**src/rtl/wb_regfile_pkg.sv**
```systemverilog
// cpu_defs: definitions shared by the writeback stage and the control unit.
//   DATA_W   default register/data width
//   REG_RA   jal link register index
//   REG_ZERO hard-wired zero register index
//   wbsel_e  writeback source selection encoding
package cpu_defs;

  localparam int DATA_W = 32;

  localparam logic [4:0] REG_RA   = 5'd31;
  localparam logic [4:0] REG_ZERO = 5'd0;

  typedef enum logic [1:0] {
    WB_ALU  = 2'd0,
    WB_MEM  = 2'd1,
    WB_LINK = 2'd2
  } wbsel_e;

  // jal dominates the load select
  function automatic wbsel_e wbSelect(input logic jal, input logic memtoreg);
    if (jal)           return WB_LINK;
    else if (memtoreg) return WB_MEM;
    else               return WB_ALU;
  endfunction

endpackage

```
**src/rtl/wb_regfile_wb_sel.sv**
```systemverilog
// wb_sel: combinational writeback mux and effective destination/enable.
//   regwriteW, memtoregW, jalW   control from MEM/WB
//   ALUoutW, MemoutW, pc_4W      candidate writeback values
//   dstregW                      decoded destination register
//   wdataW                       selected writeback value
//   wrDestW                      effective destination (31 on jal)
//   wrEnW                        effective write enable (regwrite | jal)
module wb_sel
  import cpu_defs::*;
#(
  parameter int DATA_W = cpu_defs::DATA_W
) (
  input  logic              regwriteW,
  input  logic              memtoregW,
  input  logic              jalW,
  input  logic [DATA_W-1:0] ALUoutW,
  input  logic [DATA_W-1:0] MemoutW,
  input  logic [DATA_W-1:0] pc_4W,
  input  logic [4:0]        dstregW,
  output logic [DATA_W-1:0] wdataW,
  output logic [4:0]        wrDestW,
  output logic              wrEnW
);

  wbsel_e sel;

  always_comb begin
    sel = wbSelect(jalW, memtoregW);
    unique case (sel)
      WB_LINK: wdataW = pc_4W;
      WB_MEM:  wdataW = MemoutW;
      default: wdataW = ALUoutW;
    endcase
  end

  always_comb begin
    wrDestW = jalW ? REG_RA : dstregW;
    wrEnW   = regwriteW | jalW;
  end

endmodule

```
**src/rtl/wb_regfile.sv**
```systemverilog
// wb_regfile: writeback stage and 32 x DATA_W register file.
//   clk, rst            pipeline clock, synchronous active-high reset
//   regwriteW..dstregW  MEM/WB pipeline register fields
//   rsD, rtD            decode-stage read addresses
//   rdata1D, rdata2D    combinational read data with write-through bypass
//   wdataW              selected writeback value
//   trace_*W            registered record of the previous cycle's commit
//   commit_cnt          committed writes since reset (wraps)
module wb_regfile
  import cpu_defs::*;
#(
  parameter int DATA_W = cpu_defs::DATA_W,
  parameter int CNT_W  = 32
) (
  input  logic              clk,
  input  logic              rst,
  input  logic              regwriteW,
  input  logic              memtoregW,
  input  logic              jalW,
  input  logic [DATA_W-1:0] ALUoutW,
  input  logic [DATA_W-1:0] MemoutW,
  input  logic [DATA_W-1:0] pc_4W,
  input  logic [4:0]        dstregW,
  input  logic [4:0]        rsD,
  input  logic [4:0]        rtD,
  output logic [DATA_W-1:0] rdata1D,
  output logic [DATA_W-1:0] rdata2D,
  output logic [DATA_W-1:0] wdataW,
  output logic              trace_validW,
  output logic [4:0]        trace_regW,
  output logic [DATA_W-1:0] trace_dataW,
  output logic [CNT_W-1:0]  commit_cnt
);

  logic [4:0]        wrDest;
  logic              wrEn;
  logic              commit;
  logic              bypassOk;
  logic [DATA_W-1:0] regs [0:31];

  wb_sel #(.DATA_W(DATA_W)) uSel (
    .regwriteW (regwriteW),
    .memtoregW (memtoregW),
    .jalW      (jalW),
    .ALUoutW   (ALUoutW),
    .MemoutW   (MemoutW),
    .pc_4W     (pc_4W),
    .dstregW   (dstregW),
    .wdataW    (wdataW),
    .wrDestW   (wrDest),
    .wrEnW     (wrEn)
  );

  assign commit   = wrEn && (wrDest != REG_ZERO);
  // A commit in a reset cycle is dropped, so it must not be forwarded either
  assign bypassOk = commit && !rst;

  // Entry 0 is only ever cleared; reads of address 0 are forced to 0 anyway
  always_ff @(posedge clk) begin
    if (rst) begin
      for (int unsigned i = 0; i < 32; i++) regs[i] <= '0;
      commit_cnt   <= '0;
      trace_validW <= 1'b0;
      trace_regW   <= '0;
      trace_dataW  <= '0;
    end else begin
      trace_validW <= commit;
      if (commit) begin
        regs[wrDest] <= wdataW;
        commit_cnt   <= commit_cnt + 1'b1;
        trace_regW   <= wrDest;
        trace_dataW  <= wdataW;
      end
    end
  end

  always_comb begin
    if (rsD == REG_ZERO)                 rdata1D = '0;
    else if (bypassOk && rsD == wrDest)  rdata1D = wdataW;
    else                                 rdata1D = regs[rsD];
  end

  always_comb begin
    if (rtD == REG_ZERO)                 rdata2D = '0;
    else if (bypassOk && rtD == wrDest)  rdata2D = wdataW;
    else                                 rdata2D = regs[rtD];
  end

endmodule

```
**config.mk**
```make
export PLATFORM = sky130hd
export DESIGN_NAME = wb_regfile
export DESIGN_NICKNAME = d
export VERILOG_FILES = /design/src/rtl/wb_regfile_pkg.sv /design/src/rtl/wb_regfile_wb_sel.sv /design/src/rtl/wb_regfile.sv
export SDC_FILE = /design/constraint.sdc
export NUM_CORES = 2
export LEC_CHECK = 0
export ABC_AREA = 1
export BUFFER_PORTS_ARGS = -buffer_cell sky130_fd_sc_hd__buf_2
export CAP_MARGIN = 25
export CORE_MARGIN = 2
export CORE_UTILIZATION = 30
export DETAILED_ROUTE_END_ITERATION = 7
export GPL_ROUTABILITY_DRIVEN = 0
export PLACE_DENSITY_LB_ADDON = 0.12
export SLEW_MARGIN = 20
export SYNTH_ARGS = -nofsm -noshare
export SYNTH_HDL_FRONTEND = slang
export SYNTH_HIERARCHICAL = 1
export SYNTH_SLANG_ARGS = --single-unit
```
**constraint.sdc**
```tcl
create_clock -name clk -period 3.7 [get_ports clk]
set_input_delay 1.11 -clock clk [delete_from_list [all_inputs] [get_ports clk]]
set_output_delay 1.11 -clock clk [all_outputs]
set_load 0.005 [all_outputs]
```
==> impl_metrics.yaml <==
yosys:
  synth-main-ff-cell: "edfxtp_1"
  yosys.area.top_type: "edfxtp_1"
  netlist_top_cells_area: "edfxtp_1, nand2_1, nor2_1"
  synthMostInstantiatedCell: "nand2_1"
  yosysUniqueCellTypes: 40
  ys_warn_count: 6
  postSynthCellCount: 7888
  yosysSeqAreaShare: 0.516
  async_reset_ff_frac: 0
  synth_seq_cells: 1094
  syn_area_per_cell_sq_um: 7.90
  synth_top_cell_area_share: 0.493
  synth_edf_count: 1024
  syn_area_sq_mm: 0.0624
  netlist_top_cells_count: "nand2_1, nor2_1, edfxtp_1, nand3_1, inv_1"
final_layout:
  multi_input_area_sq_mm: 0.0252
  drive_above_1_share: 0.198
  nNetsFinal: 8574
  stdcell_count: 11300
  synthToLayoutAreaGrowth_pct: 28.6
  final.fill_count: 21000
  seq_area_sq_mm: 0.0322
sta:
  finalSetupViolations: 64
  fmax_mhz: 244
  finClkSkew_ps: 7.81
  maxSlewHeadroom: 0.313
  finalHoldViolations: 0
  tns_ps: -19730
  tightest_slew_ps: 1030
  layout_min_cycle_time_ps: 4090
  finalCritPeriodShare: 1.11
  fin_ws_ps: -393
  drv_slew: 0
  rsz0062_at_grt: "true"
critical_path:
  cpMostUsedCell: "buf_12"
  worst-path-max-fanout: 8
  path_delay_family: "buffers and inverters"
  path_buf_inv: 6
  crit_path_top_delay_cell: "or2_4"
  crit_required_ps: 2590
  crit_path_max_incr_delay_ps: 290
  arrival_ps: 2980
  critPathLaunchType: "input pin"
  critPathKind: "in -> out"
  endpoint_kind: "output pin"
  cp_cell_sequence: "buf_12 -> or2_4 -> buf_6 -> xor2_2 -> nor3_4 -> buf_12 -> nand2_8 -> buf_12 -> nand3_2 -> nand2_1 -> inv_1 -> buf_2"
die:
  rows: 167
  die_x_microns: 460
  fp.dieArea_sq_mm: 0.211
  ios: 282
  coreArea_sq_mm: 0.207
  start_util: 0.301
  fp.dieH_microns: 460
global_route:
  grt_util_all_layers: 0.287
  gr-total-overflow: 0
  antenna_found_initial: 8
  grt_max_degree: 69
  grt_pass1_wl_microns: 434000
  grt_pass1_vias: 57900
clock_network:
  htreeDepth: 4
  clock_latency_ps: 800
  root_buffer: "clkbuf_16"
  numClockSinks: 1094
  clockBufferDepth: 3
  cts_buffers: 138
  cts_tree: "built"
  clkTransAtPathRegs_ps: 50
route:
  via_per_inst: 5.34
  drtPass1Iterations: 8
  vias: 60200
  drc: 0
  avgRoutedWirePerCell_microns: 27.7
  routed_wl_microns: 312000
  drtIter0Drc: 6760
  drtAntennaViolNets: 0
power_and_ir_drop:
  p_per_area_mw_per_mm2: 429
  irDropWorstVdd_mv: 0.391
  p_leak_uw: 0.0343
placed_design:
  port_buffers: 281
  hpwlAfterDp_microns: 212000
  dp_cells: 11000
status:
  outcome: "finished, violations left"
  violations: "negative setup slack"
job:
  drv_cap: 0
hold_path:
  hold_class: "reg -> reg"
## power by group
| part | internal [uW] | leakage, uW | switching [uW] | total (uW) |
|---|---|---|---|---|
| combinational | 2130 | 0.0218 | 4230 | 6370 |
| clock | 7840 | 0.00215 | 5710 | 13500 |
| sequential | 14200 | 0.0103 | 288 | 14500 |
| total | 24200 | 0.0343 | 10200 | 34400 |
## worst register-to-register path: stages (launching register included)
cell and delay (ps):
dfxtp_1 420, inv_1 90, nor3_1 270, nand3_1 100
nor2_1 540, nand2_1 220, o21bai_1 180, inv_1 60
nor2_1 90
## flip-flops by register name (all words and copies together) (netlist names)
| register | count |
|---|---|
| regs | 1024 |
| trace_validW | 1 |
| commit_cnt | 32 |
| trace_regW | 5 |
| trace_dataW | 32 |
## through the flow
stage / power [uW] / setup WS, ps / cell area (sq um) / util / hold WS [ps]
final: 34400 / -393 / 80200 / 0.388 / 492
after CTS: 34300 / -316 / 78800 / 0.381 / 492
after global routing: 35400 / -421 / 80200 / 0.388 / 509
after floorplan: 17400 / -80.3 / 62600 / - / 456
after global placement: 20600 / -698 / 73100 / 0.353 / 476
after detailed placement: 20600 / -743 / 73100 / 0.353 / 477
## worst paths after layout
path	cells past startpoint	end	slack [ps]	from
max	12	rdata2D[26]	-390	jalW
min	2	trace_regW[2]$_SDFFE_PP0P_	490	trace_regW[2]$_SDFFE_PP0P_
max reg2reg	8	commit_cnt[25]$_SDFFE_PP0P_	1680	commit_cnt[1]$_SDFFE_PP0P_
min reg2reg	2	trace_regW[2]$_SDFFE_PP0P_	490	trace_regW[2]$_SDFFE_PP0P_
## cell families after synthesis
| group | after synthesis | share of synthesized area |
|---|---|---|
| other cells | 1 | 0.0000601 |
| compound gates | 1435 | 0.121 |
| flops | 1094 | 0.516 |
| simple gates | 3830 | 0.260 |
| fa+ha+maj | 1 | 0.000201 |
| xor+xnor | 11 | 0.00155 |
| buf+inv | 1516 | 0.101 |
## routing by layer
metal / vias to the layer above / GRT usage / routed length, microns
met5: - / 0 / 10
met4: 2 / 0.152 / 18800
met3: 568 / 0.0488 / 24100
met2: 2778 / 0.464 / 144000
met1: 29700 / 0.366 / 126000
li1: 27200 / - / -
## cell usage in the layout, fill, tap and decap left out, types with 26 or more instances in the layout
master,instances
nand3_2,113
nand2_2,142
nor2_1,1248
clkinv_1,26
a21oi_1,573
edfxtp_1,1024
buf_4,444
clkbuf_16,153
clkbuf_1,34
o21ai_0,632
a21oi_2,34
conb_1,32
buf_16,30
buf_2,265
dfxtp_1,70
buf_12,257
nand3_1,846
clkinv_2,30
inv_1,817
o211ai_1,138
nand2_1,1354
buf_6,45
## cell type report
type,instances,share of cell area
inverters,841,0.0405
repair buffers,1071,0.147
diodes,5,0.000156
multi-input cells,5309,0.315
clock inverters,72,0.00825
well taps,2704,0.0422
flip-flops and latches,1094,0.401
repair inverters,2,0.000281
clock buffers,179,0.0463
## timing repair
| action | CTS | global route |
|---|---|---|
| cloned | 9 | 13 |
| pin swaps | 52 | 62 |
| hold buffers | 0 | 0 |
| endpoints found under the setup margin | 76 | 64 |
| buffers inserted | 22 | 26 |
| gates resized for setup | 233 | 239 |
Note: power is estimated with default switching activity, not from simulation.
